===== src/rtl/bidir_pad_drv.sv =====
// Core-side bidirectional pad controller: register file for pad controls, input
// synchronizer with change capture, and a post-reset settle FSM that holds pads safe.
module bidir_pad_drv #(
    parameter int NUM_BIDIR_PADS = 8,
    parameter int SETTLE_CYCLES  = 16
) (
    input  logic                      clk,
    input  logic                      rst,
    input  logic                      wr_valid,
    output logic                      wr_ready,
    input  logic [2:0]                wr_addr,
    input  logic [31:0]               wr_data,
    input  logic [2:0]                rd_addr,
    output logic [31:0]               rd_data,
    input  logic [NUM_BIDIR_PADS-1:0] bidir_in,
    output logic [NUM_BIDIR_PADS-1:0] bidir_out,
    output logic [NUM_BIDIR_PADS-1:0] bidir_oe,
    output logic [NUM_BIDIR_PADS-1:0] bidir_cs,
    output logic [NUM_BIDIR_PADS-1:0] bidir_sl,
    output logic [NUM_BIDIR_PADS-1:0] bidir_ie,
    output logic [NUM_BIDIR_PADS-1:0] bidir_pu,
    output logic [NUM_BIDIR_PADS-1:0] bidir_pd,
    output logic                      active
);

    localparam int N = NUM_BIDIR_PADS;
    localparam logic [7:0] SETTLE_LAST = 8'(SETTLE_CYCLES - 1);

    typedef enum logic [0:0] {
        ST_SETTLE = 1'b0,
        ST_ACTIVE = 1'b1
    } state_t;

    state_t         state_q, state_d;
    logic [7:0]     cnt_q, cnt_d;
    logic [N-1:0]   out_q, oe_q, ie_q, pu_q, pd_q, cs_q, sl_q;
    logic [N-1:0]   out_d, oe_d, ie_d, pu_d, pd_d, cs_d, sl_d;
    logic [N-1:0]   chg_q, chg_d;
    logic [N-1:0]   sync1_q, sync2_q, prev_q;
    logic [N-1:0]   pad_out_q, pad_oe_q, pad_ie_q, pad_pu_q, pad_pd_q, pad_cs_q, pad_sl_q;
    logic [N-1:0]   pad_out_d, pad_oe_d, pad_ie_d, pad_pu_d, pad_pd_d, pad_cs_d, pad_sl_d;
    logic [31:0]    rd_data_q, rd_data_d;
    logic           active_q;
    logic           wr_en_s;
    logic [N-1:0]   wdata_s;
    logic [N-1:0]   clr_s;
    logic [N-1:0]   rd_sel_s;
    logic           unused_s;

    assign wr_ready = 1'b1;
    assign wr_en_s  = wr_valid;
    assign wdata_s  = wr_data[N-1:0];
    // Upper write-data bits are intentionally ignored when fewer than 32 pads exist.
    assign unused_s = ^wr_data;

    // Settle FSM next state and counter.
    always_comb begin
        state_d = state_q;
        cnt_d   = cnt_q;
        case (state_q)
            ST_SETTLE: begin
                cnt_d = cnt_q + 8'd1;
                if (cnt_q == SETTLE_LAST) begin
                    state_d = ST_ACTIVE;
                end else begin
                    state_d = ST_SETTLE;
                end
            end
            ST_ACTIVE: state_d = ST_ACTIVE;
            default:   state_d = ST_SETTLE;
        endcase
    end

    // Control register writes; address 7 toggles OUT and supplies the CHG clear mask.
    always_comb begin
        out_d = out_q;
        oe_d  = oe_q;
        ie_d  = ie_q;
        pu_d  = pu_q;
        pd_d  = pd_q;
        cs_d  = cs_q;
        sl_d  = sl_q;
        clr_s = '0;
        if (wr_en_s) begin
            case (wr_addr)
                3'd0:    out_d = wdata_s;
                3'd1:    oe_d  = wdata_s;
                3'd2:    ie_d  = wdata_s;
                3'd3:    pu_d  = wdata_s;
                3'd4:    pd_d  = wdata_s;
                3'd5:    cs_d  = wdata_s;
                3'd6:    sl_d  = wdata_s;
                3'd7: begin
                    out_d = out_q ^ wdata_s;
                    clr_s = wdata_s;
                end
                default: out_d = out_q;
            endcase
        end else begin
            clr_s = '0;
        end
        // A fresh input edge outranks a simultaneous software clear.
        chg_d = (chg_q & ~clr_s) | (sync2_q ^ prev_q);
    end

    // Pad drive values: safe defaults until the FSM is (about to be) ACTIVE.
    always_comb begin
        pad_out_d = '0;
        pad_oe_d  = '0;
        pad_ie_d  = {N{1'b1}};
        pad_pu_d  = '0;
        pad_pd_d  = '0;
        pad_cs_d  = '0;
        pad_sl_d  = '0;
        if (state_d == ST_ACTIVE) begin
            pad_out_d = out_q;
            pad_oe_d  = oe_q;
            pad_ie_d  = ie_q;
            pad_pu_d  = pu_q & ~pd_q;
            pad_pd_d  = pd_q;
            pad_cs_d  = cs_q;
            pad_sl_d  = sl_q;
        end else begin
            pad_ie_d  = {N{1'b1}};
        end
    end

    // Read mux, zero-extended to 32 bits.
    always_comb begin
        rd_sel_s = '0;
        case (rd_addr)
            3'd0:    rd_sel_s = sync2_q;
            3'd1:    rd_sel_s = oe_q;
            3'd2:    rd_sel_s = ie_q;
            3'd3:    rd_sel_s = pu_q;
            3'd4:    rd_sel_s = pd_q;
            3'd5:    rd_sel_s = cs_q;
            3'd6:    rd_sel_s = sl_q;
            3'd7:    rd_sel_s = chg_q;
            default: rd_sel_s = '0;
        endcase
        rd_data_d = 32'd0;
        rd_data_d[N-1:0] = rd_sel_s;
    end

    // All state registers with asynchronous reset.
    always_ff @(posedge clk or posedge rst) begin
        if (rst) begin
            state_q   <= ST_SETTLE;
            cnt_q     <= 8'd0;
            out_q     <= '0;
            oe_q      <= '0;
            ie_q      <= '0;
            pu_q      <= '0;
            pd_q      <= '0;
            cs_q      <= '0;
            sl_q      <= '0;
            chg_q     <= '0;
            sync1_q   <= '0;
            sync2_q   <= '0;
            prev_q    <= '0;
            pad_out_q <= '0;
            pad_oe_q  <= '0;
            pad_ie_q  <= {N{1'b1}};
            pad_pu_q  <= '0;
            pad_pd_q  <= '0;
            pad_cs_q  <= '0;
            pad_sl_q  <= '0;
            rd_data_q <= 32'd0;
            active_q  <= 1'b0;
        end else begin
            state_q   <= state_d;
            cnt_q     <= cnt_d;
            out_q     <= out_d;
            oe_q      <= oe_d;
            ie_q      <= ie_d;
            pu_q      <= pu_d;
            pd_q      <= pd_d;
            cs_q      <= cs_d;
            sl_q      <= sl_d;
            chg_q     <= chg_d;
            sync1_q   <= bidir_in;
            sync2_q   <= sync1_q;
            prev_q    <= sync2_q;
            pad_out_q <= pad_out_d;
            pad_oe_q  <= pad_oe_d;
            pad_ie_q  <= pad_ie_d;
            pad_pu_q  <= pad_pu_d;
            pad_pd_q  <= pad_pd_d;
            pad_cs_q  <= pad_cs_d;
            pad_sl_q  <= pad_sl_d;
            rd_data_q <= rd_data_d;
            active_q  <= (state_d == ST_ACTIVE);
        end
    end

    assign bidir_out = pad_out_q;
    assign bidir_oe  = pad_oe_q;
    assign bidir_ie  = pad_ie_q;
    assign bidir_pu  = pad_pu_q;
    assign bidir_pd  = pad_pd_q;
    assign bidir_cs  = pad_cs_q;
    assign bidir_sl  = pad_sl_q;
    assign rd_data   = rd_data_q;
    assign active    = active_q;

endmodule


===== config.mk =====
export PLATFORM = sky130hd
export DESIGN_NAME = bidir_pad_drv
export DESIGN_NICKNAME = d
export VERILOG_FILES = /design/src/rtl/bidir_pad_drv.sv
export SDC_FILE = /design/constraint.sdc
export NUM_CORES = 1
export LEC_CHECK = 0
export ABC_AREA = 1
export BUFFER_PORTS_ARGS = -buffer_cell sky130_fd_sc_hd__buf_4
export CAP_MARGIN = 40
export CORE_MARGIN = 4
export CORE_UTILIZATION = 45
export CTS_CLUSTER_SIZE = 10
export DETAILED_ROUTE_END_ITERATION = 10
export GPL_TIMING_DRIVEN = 0
export PLACE_DENSITY_LB_ADDON = 0.05
export RECOVER_POWER = 100
export SKIP_CTS_REPAIR_TIMING = 1
export SLEW_MARGIN = 10
export SYNTH_ARGS = -nofsm -noshare
export SYNTH_HDL_FRONTEND = slang
export SYNTH_SLANG_ARGS = --single-unit

===== constraint.sdc =====
create_clock -name clk -period 8.8 [get_ports clk]
set_input_delay 0.44 -clock clk [delete_from_list [all_inputs] [get_ports clk]]
set_output_delay 0.44 -clock clk [all_outputs]
set_load 0.02 [all_outputs]

==> results.md, run 1 <==
- Worst-Skew Late Latency: 0.42 ns
- Die width: 129 um
- Core area: ~14000 um2
- Vias in the first global route: 4766
- Synth warn: 0
- Critical Path Stages: 9
- Peak supply drop: 0.134 mV
- Pin count of the biggest net entering global routing: 96
- Proportion of layout cells with a drive suffix above 1: 0.134
- Hold Path Class: primary input to flip-flop
- ANT nets after route: 0
- Diodes inserted: 0
- Crit-path slowest cell: clkbuf_1
- XOR/XNOR Fraction of Synth Area: 0.0185
- CTS max path bufs: 2
- Failing checks: max-capacitance violations, max-slew violations
- Max_cap viols: 1
- Worst hold path startpoint: bidir_in[2]
- Layout area overhead: 20.0%
- Die area: 16800 um2
- Unique masters post-synth: 27
- Io pins: between 100 and 150
- Unrepaired setup endpoints after global routing: no
- Initial Util: 0.458
- Top-area cell type share of the netlist area: 0.577
- Power per Cell Area: 254 nW/um2
- Post-Route WL: approximately 16000 um
- Dominant synthesized flop cell: dfrtp_1
- CP max FO: 10
- Congestion Overflow GR: 0
- Buffers on Ports: 87
- CTS root buffer: clkbuf_16
- Arr. time, crit path: 3.13 ns
- GR Util All Layers: 0.202
- Crit. End Element: flip-flop
- Leading area contributor after synthesis: dfrtp_1
- TritonCTS Buffers: 17
- Synth top area cells: dfrtp_1 (58%), nand2_1 (9.3%), o21ai_0 (4.6%)
- DPL Wire Length: about 12000 um
- # rows: 44
- Crit Path Class: flip-flop to flip-flop
- Number of remaining DRC errors: 0
- Final Cycle Share: 0.326
- Mux cell area share after synthesis: 0
- Headroom to the max-slew limit: -0.971
- Startpoint types: flip-flop
- Skew final: between 0.01 and 0.015 ns
- Critical path data required time: about 9.1 ns
- # H-tree levels: 4
- Avg Vias per Cell: 4.80
- Simple logic cell fraction of the synthesized area: 0.229
- Wirelength per Cell: 15.9 um
- R2R Path Start: cnt_q[0]
- Fmax: roughly 350 MHz
- Adder-Cell Fraction of Synth Area: 0.00189
- Worst-Margin Slew: 2.94 ns
- Worst path bufs/invs: 4
- Routed vias: 4890
- Outcome: complete, but fails checks
- CP cell instances: ha_1 -> inv_1 -> nor2_2 -> nand3_2 -> nand2_1 -> inv_1 -> clkbuf_1 -> clkbuf_1 -> nor2_4
- Largest family of logic cells by synthesized area: simple AND/OR/NAND/NOR gates
- Async S/R FF share, synth: 1.00
- Iteration-0 DRC Markers: 358
- Hold Path Stages: 1
- NumNets Final: about 870
- #FFs+latches synth: 161
- Drt pass-1 iters: 5
- Final min period: about 2.9 ns
- Reg2Reg Setup Slack: 5.93 ns
- Layout Utilization: 0.550
- Initial antenna violation count: 0
- Sequential element share of the synthesized area: 0.609
- Crit. Startpoint: cnt_q[0]
- Post-Syn Area per Cell: 9.60 um2
- FF-to-FF path depth: 9
- EDFF count, synth: 0
- Clock-pin slew on the worst setup and hold paths: 0.06 ns
- Gate count after technology mapping: between 600 and 700
- First-pass GRT wire length: about 25000 um
- Compound-Gate Fraction of Synth Area: 0.0460
- Setup TNS Final: 0 ns
- Die Y: 129 um
- Crit path largest cell delay: 1.01 ns
- CTS tree: done
- Gpl congestion: 0.941
- Leakage: about 3.9 nW
- Syn Std Cell Area: 6640 um2
- Clock sinks: 161
- CP delay by family, top: buffers and inverters
- Final setup violation count: 0
- Fin. max-slew vios: 67
- Final hold violation count: 0
worst register-to-register path: stages, from the launching register on:
cell,delay [ns]
dfrtp_1,0.40
ha_1,0.22
inv_1,0.06
nor2_2,0.04
nand3_2,0.04
nand2_1,0.21
inv_1,0.16
clkbuf_1,0.57
clkbuf_1,1.02
nor2_4,0
cells by family after synthesis:
logic type / count (synthesis)
flip-flops: 161
AND/OR/NAND/NOR: 322
AO/OA/AOI/OAI: 61
other: 2
XOR/XNOR: 14
buffers and inverters: 130
adder cells (fa/ha/maj): 1
cell usage after synthesis, types with 2 or more instances:
cell type / instances
xor2_1: 5
o21ai_0: 61
nor2_2: 2
nand3_1: 34
buf_4: 25
nand2_1: 164
inv_1: 79
nor2_1: 62
buf_1: 5
dfrtp_1: 153
xnor2_1: 9
nor2_4: 20
conb_1: 2
nand4_1: 35
buf_2: 7
buf_12: 2
dfstp_2: 8
clkbuf_1: 9
layout by cell type (no fill, tap or decap), types with 2 or more instances in the layout:
| cell | count |
|---|---|
| nand2_1 | 165 |
| buf_2 | 3 |
| dfrtp_1 | 153 |
| conb_1 | 25 |
| nand3_1 | 34 |
| buf_1 | 5 |
| clkbuf_16 | 17 |
| clkinv_4 | 2 |
| clkbuf_1 | 85 |
| buf_4 | 37 |
| dfstp_2 | 8 |
| bufinv_16 | 3 |
| xnor2_1 | 9 |
| o21ai_0 | 61 |
| inv_1 | 79 |
| nor2_1 | 63 |
| clkbuf_4 | 9 |
| nand4_1 | 35 |
| clkbuf_8 | 5 |
| xor2_1 | 5 |
| clkinvlp_4 | 2 |
| nor2_4 | 20 |
through the flow:
stage	cells	worst slack (ns)	hold slack [ns]	total power, mW	area (um2)
floorplan	714	4.02	0.331	1.15	6720
global placement	985	2.44	0.331	1.30	7600
detailed placement	986	7.05	0.336	1.31	7640
CTS	1018	7.28	0.0561	2.09	8270
global route	1018	5.74	0.131	2.12	7960
finish	1018	5.93	0.149	2.02	7960
layer usage:
layer	vias to the layer above	track usage	share of wire
met2	140	0.320	0.47
met1	2353	0.278	0.45
li1	2376	-	-
met4	0	0.0648	0.018
met3	21	0.0453	0.057
met5	-	0	0
final timing paths:
kind                                 to
max in group asynchronous       cs_q[3]
setup / recovery           bidir_out[2]
hold reg to reg              sync2_q[7]
hold / removal               sync1_q[2]
min in group asynchronous   bidir_pd[6]
setup reg to reg           bidir_out[2]
layout make-up:
| type | instances | area (um2) |
|---|---|---|
| tap | 184 | 230 |
| fill | 1358 | 6520 |
| multi-input combinational | 423 | 2040 |
| timing repair buffer | 88 | 433 |
| inverter | 81 | 305 |
| clock buffer | 25 | 505 |
| sequential | 161 | 4040 |
| buffer | 49 | 282 |
| clock inverter | 7 | 123 |
power by group:
part	internal (mW)	total (mW)	switching, mW	leakage [nW]
Sequential	0.856	0.918	0.0626	1.96
Combinational	0.106	0.330	0.224	1.69
Clock	0.486	0.773	0.288	0.300
Total	1.45	2.02	0.574	3.95
Power figures use the tool's default switching activity.
==> run 2, diff against run 1 <==
==> constraint.sdc (replaced) <==
create_clock -name clk -period 2.55 [get_ports clk]
set_input_delay 0.1275 -clock clk [delete_from_list [all_inputs] [get_ports clk]]
set_output_delay 0.1275 -clock clk [all_outputs]
set_load 0.02 [all_outputs]
==> results.md, run 2 (same netlist as run 1, synthesis figures left out) <==
- Outcome: complete, no violations
- CP max FO: 10 (unchanged)
- DPL Wire Length: 11700 um (+1.8%)
- Clock-pin slew on the worst setup and hold paths: 0.06 ns (about the same)
- NumNets Final: 887 (+1.8%)
- Hold Path Stages: 5 (+4)
- Die width: 129 um (unchanged)
- WHS: 0.0247 ns (-0.124 ns)
- FF-to-FF path depth: 8 (-1)
- Final setup violation count: 0 (unchanged)
- Sw Ratio: 0.287 (+0.00350)
- Multi-input logic area: 1910 um2 (-6.6%)
- # H-tree levels: 4 (unchanged)
- Setup TNS Final: 0 ns (unchanged)
- Global Route met2 Usage: 0.329 (+0.00823)
- CTS tree: done
- Leakage: 4.01 nW (+1.7%)
- Fill count: 1405 (+3.5%)
- Worst-Skew Late Latency: 0.42 ns (about the same)
- Fmax: 546 MHz (+57%)
- ANT nets after route: 0 (unchanged)
- Cell-internal power: 4.92 mW (+240%)
- Power, Total: 6.91 mW (+240%)
- Initial Util: 0.458 (unchanged)
- Fin. max-slew vios: 0 (-100%)
- Worst-Margin Slew: 0.926 ns (-2.01 ns)
- Final hold violation count: 0 (unchanged)
- Layout area overhead: 21.1%
- Power per Cell Area: 860 nW/um2 (+240%)
- Congestion Overflow GR: 0 (unchanged)
- Post-Route WL: 16200 um (+0.25%)
- Drt pass-1 iters: 4 (-1)
- Iteration-0 DRC Markers: 331 (-7.5%)
- Final min period: 1.83 ns (-1.04 ns)
- TritonCTS Buffers: 17 (unchanged)
- Buffers on Ports: 87 (unchanged)
- Clk pwr share: 0.383 (about the same)
- Hold Path Class: primary input to flip-flop
- Sw power: 1.98 mW (+250%)
- Final instance area: 8030 um2 (+0.93%)
- Wirelength per Cell: 15.7 um (-1.3%)
- Routed vias: 4977 (+1.8%)
- Arr. time, crit path: 2.11 ns (-1.02 ns)
- Post-Place Cells: 989 (+0.30%)
- GR Util All Layers: 0.206 (+0.00490)
- Skew final: 0.00645 ns (-0.00455 ns)
- Critical path data required time: 2.83 ns (-6.23 ns)
- M1 GR Usage: 0.286 (+0.00820)
- Sequential Power Share: 0.459 (+0.005)
- Number of remaining DRC errors: 0 (unchanged)
- Gpl congestion: 0.907 (-3.6%)
- Io pins: 139 (unchanged)
- Max_cap viols: 0 (-1)
- CTS root buffer: clkbuf_16
- Placed Area: 7690 um2 (+0.64%)
- Avg Vias per Cell: 4.81 (+0.20%)
- Storage cell area: 4040 um2 (unchanged)
- Crit Path Class: flip-flop to flip-flop
- Final Cycle Share: 0.719 (+0.393)
- Headroom to the max-slew limit: 0.379 (+1.35)
- Power share of the combinational group: 0.158 (-0.005)
- # rows: 44 (unchanged)
- CTS max path bufs: 2 (unchanged)
- Peak supply drop: 0.414 mV (+210%)
- Vias in the first global route: 4886 (+2.5%)
- Most frequent cells in the layout: nand2_1 (165), dfrtp_1 (153), clkbuf_1 (82)
- Startpoint types: flip-flop
- Crit. End Element: flip-flop
- Initial antenna violation count: 0 (unchanged)
- Die Y: 129 um (unchanged)
- Core area: 14500 um2 (unchanged)
- Die area: 16800 um2 (unchanged)
- Pin count of the biggest net entering global routing: 39 (-59%)
- Busiest metal layer after global routing: met2
- Diodes inserted: 0 (unchanged)
- Final Instance Count excl. Fillers: 1034 (+1.6%)
- Commonest non-fill, non-tap cell in the layout: nand2_1
- Met3 GRT Util: 0.0433 (-0.00206)
- Proportion of layout cells with a drive suffix above 1: 0.118 (-0.0166)
- Unrepaired setup endpoints after global routing: no
- Clock sinks: 161 (unchanged)
- First-pass GRT wire length: 26000 um (+2.8%)
==> run 2: path summary, 6_finish.rpt <==
| kind | start | slack [ns] | to |
|---|---|---|---|
| worst max-delay path | cnt_q[0] | 0.72 | bidir_cs[1] |
| worst min-delay path | wr_data[3] | 0.02 | out_q[3] |
| worst min register to register | sync1_q[5] | 0.35 | sync2_q[5] |
| max in group asynchronous | rst | 1.21 | sl_q[3] |
| min in group asynchronous | rst | 0.42 | bidir_pu[5] |
| worst max register to register | cnt_q[0] | 0.72 | bidir_cs[1] |
==> run 2: cell type report <==
class	instances	area share
multi-input combinational	423	0.237
tap	184	0.0287
clock buffer	21	0.0586
clock inverter	11	0.0192
inverter	81	0.0380
sequential	161	0.503
buffer	49	0.0402
timing repair buffer	104	0.0752
==> run 2: power groups by stage <==
stage / combinational, mW / clock [mW] / sequential, mW
floorplan: 0.575 / 0 / 3.41
global placement: 1.29 / 0 / 3.21
detailed placement: 1.32 / 0 / 3.22
CTS: 1.33 / 2.70 / 3.18
global route: 1.23 / 2.80 / 3.22
finish: 1.09 / 2.64 / 3.17
==> run 2: layer usage <==
layer  part of all wire  vias to the layer above
met1               0.46                     2427
met4             0.0099                        0
met2               0.48                      124
li1                   -                     2413
met3              0.054                       13
met5                  0                        -
==> run 2: stage by stage <==
step / setup WS, ns / utilization
after floorplan: 0.386 / -
after global placement: -0.469 / 0.525
after detailed placement: 1.05 / 0.531
after CTS: 1.04 / 0.574
after global routing: 0.514 / 0.555
final: 0.717 / 0.555
==> run 2: worst max-delay path, stage by stage, from the launching register on <==
cell      delay (ns)
dfrtp_1         0.40
ha_1            0.22
inv_1           0.06
nor2_2          0.04
nand3_2         0.04
nand2_1         0.20
inv_1           0.18
clkbuf_1        0.43
nor2_1          0.11
==> run 3, diff against run 2 <==
==> constraint.sdc (replaced) <==
create_clock -name clk -period 1.74 [get_ports clk]
set_input_delay 0.087 -clock clk [delete_from_list [all_inputs] [get_ports clk]]
set_output_delay 0.087 -clock clk [all_outputs]
set_load 0.02 [all_outputs]
==> results.md, run 3 (same netlist as run 1, synthesis figures left out) <==
- Number of remaining DRC errors: 0 (unchanged)
- Core area: 14500 um2 (unchanged)
- Sw Ratio: 0.287 (about the same)
- Final Cycle Share: 0.862 (+0.144)
- Final min period: 1.50 ns (-0.332 ns)
- Startpoint types: flip-flop
- Failing checks: negative hold slack
- Final hold violation count: 1 (+1)
- CTS max path bufs: 2 (unchanged)
- Power per Cell Area: 1260 nW/um2 (+47%)
- ANT nets after route: 0 (unchanged)
- Critical path data required time: 2.05 ns (-0.78 ns)
- Arr. time, crit path: 1.81 ns (-0.30 ns)
- # rows: 44 (unchanged)
- Pin count of the biggest net entering global routing: 39 (unchanged)
- Crit path largest cell delay: 0.40 ns (-0.03 ns)
- FF-to-FF path depth: 9 (+1)
- Vias in the first global route: 4886 (unchanged)
- CP delay by family, top: buffers and inverters
- NumNets Final: 888 (+0.11%)
- Hold Path Sink: out_q[4]
- Fin. max-slew vios: 0 (unchanged)
- Hold Path Stages: 5 (unchanged)
- Skew final: 0.00648 ns (+0.0000286 ns)
- Clk pwr share: 0.383 (about the same)
- Clock-pin slew on the worst setup and hold paths: 0.06 ns (about the same)
- Headroom to the max-slew limit: 0.378 (-0.00115)
- Reg2Reg Setup Slack: 0.24 ns (-0.48 ns)
- CTS tree: done
- Drt pass-1 iters: 5 (+1)
- Iteration-0 DRC Markers: 321 (-3.0%)
- Cell-internal power: 7.21 mW (+46%)
- Worst hold path startpoint: wr_data[4]
- Initial Util: 0.458 (unchanged)
- Leakage: 4.01 nW (-0.12%)
- Diodes inserted: 0 (unchanged)
- DPL Wire Length: 11700 um (unchanged)
- CP cell instances: ha_1 -> inv_1 -> nor2_2 -> nand3_1 -> nand2_4 -> inv_2 -> buf_6 -> buf_12 -> nor2_1
- Final WS setup: 0.240 ns (-0.478 ns)
- Final setup violation count: 0 (unchanged)
- Congestion Overflow GR: 0 (unchanged)
- TritonCTS Buffers: 17 (unchanged)
- Hold Path Class: primary input to flip-flop
- Power share of the combinational group: 0.158 (about the same)
- First-pass GRT wire length: 26000 um (unchanged)
- WHS: -0.00783 ns (-0.0325 ns)
- Crit Path Class: flip-flop to flip-flop
- Wirelength per Cell: 15.7 um (+0.24%)
- Fmax: 667 MHz (+22%)
- Crit. End Element: flip-flop
- R2R Path Start: cnt_q[0]
- Layout area overhead: 21.0% (about the same)
- Outcome: complete, but fails checks
- Commonest non-fill, non-tap cell in the layout: nand2_1
- Most frequent cells in the layout: nand2_1 (164), dfrtp_1 (153), clkbuf_1 (82)
- Crit-path slowest cell: dfrtp_1
- Sw power: 2.91 mW (+46%)
- Io pins: 139 (unchanged)
- Buffers on Ports: 87 (unchanged)
- Dpl ws: 0.245 ns (-0.810 ns)
- Avg Vias per Cell: 4.82 (about the same)
- Post-Place Cells: 989 (unchanged)
- Die width: 129 um (unchanged)
- Gpl congestion: 0.907 (unchanged)
- Die area: 16800 um2 (unchanged)
- Max_cap viols: 0 (unchanged)
- Final Instance Count excl. Fillers: 1035 (+0.097%)
- Post-Route WL: 16300 um (+0.33%)
- # H-tree levels: 4 (unchanged)
- Die Y: 129 um (unchanged)
- Routed vias: 4986 (+0.18%)
- Clock sinks: 161 (unchanged)
- Worst-Skew Late Latency: 0.42 ns (about the same)
- Sequential Power Share: 0.459 (about the same)
- CP max FO: 10 (unchanged)
- Initial antenna violation count: 0 (unchanged)
- Peak supply drop: 0.608 mV (+47%)
- GR Util All Layers: 0.206 (unchanged)
- Layout Utilization: 0.554 (about the same)
- Worst-Margin Slew: 0.928 ns (+0.00172 ns)
- CTS root buffer: clkbuf_16
- Worst path bufs/invs: 4 (+1)
- Unrepaired setup endpoints after global routing: no
- Proportion of layout cells with a drive suffix above 1: 0.119 (+0.00104)
- R2r endpoint: bidir_oe[6]
[run 3: layer usage]
| layer | vias up | routed length, um | GRT usage |
|---|---|---|---|
| li1 | 2416 | - | - |
| met1 | 2417 | 7460 | 0.286 |
| met2 | 136 | 7750 | 0.329 |
| met3 | 17 | 862 | 0.0433 |
| met4 | 0 | 211 | 0.0666 |
| met5 | - | 0 | 0 |
[run 3: worst max-delay path by stage]
stage               startpoint          end  cells after the start
detailed placement    cnt_q[0]  bidir_oe[6]                      9
finish                cnt_q[0]  bidir_oe[6]                      9
CTS                   cnt_q[0]  bidir_oe[6]                      9
floorplan                  rst       active                      1
global placement           rst   sync1_q[6]                      2
global route               rst   sync1_q[6]                      5
[run 3: metrics by stage]
step | TNS, ns | instance area [um2] | total power, mW
CTS | 0 | 8310 | 10.6
detailed placement | 0 | 7690 | 6.66
finish | 0 | 8030 | 10.1
global placement | -191.58 | 7610 | 6.60
global route | 0 | 8030 | 10.6
floorplan | -58.64 | 6730 | 5.83
[run 3: power by group through the flow]
stage,Clock [mW],Combinational [mW],Sequential [mW]
floorplan,0,0.843,4.99
global placement,0,1.89,4.70
detailed placement,0,1.94,4.72
CTS,3.95,1.95,4.66
global route,4.11,1.80,4.72
finish,3.87,1.60,4.65
[run 3: area by class of cell]
cell class | instances | area (um2)
Fill cell | 1413 | 6450
Sequential cell | 161 | 4040
Multi-Input combinational cell | 423 | 1910
Timing Repair Buffer | 105 | 593
Clock buffer | 21 | 470
Buffer | 49 | 324
Inverter | 81 | 305
Tap cell | 184 | 230
Clock inverter | 11 | 154
[run 3: worst register-to-register path, cell delays in order (launching register included)]
cell and delay, ns:
dfrtp_1 0.40, ha_1 0.22, inv_1 0.06, nor2_2 0.03
nand3_1 0.10, nand2_4 0.11, inv_2 0.09, buf_6 0.18
buf_12 0.15, nor2_1 0.05
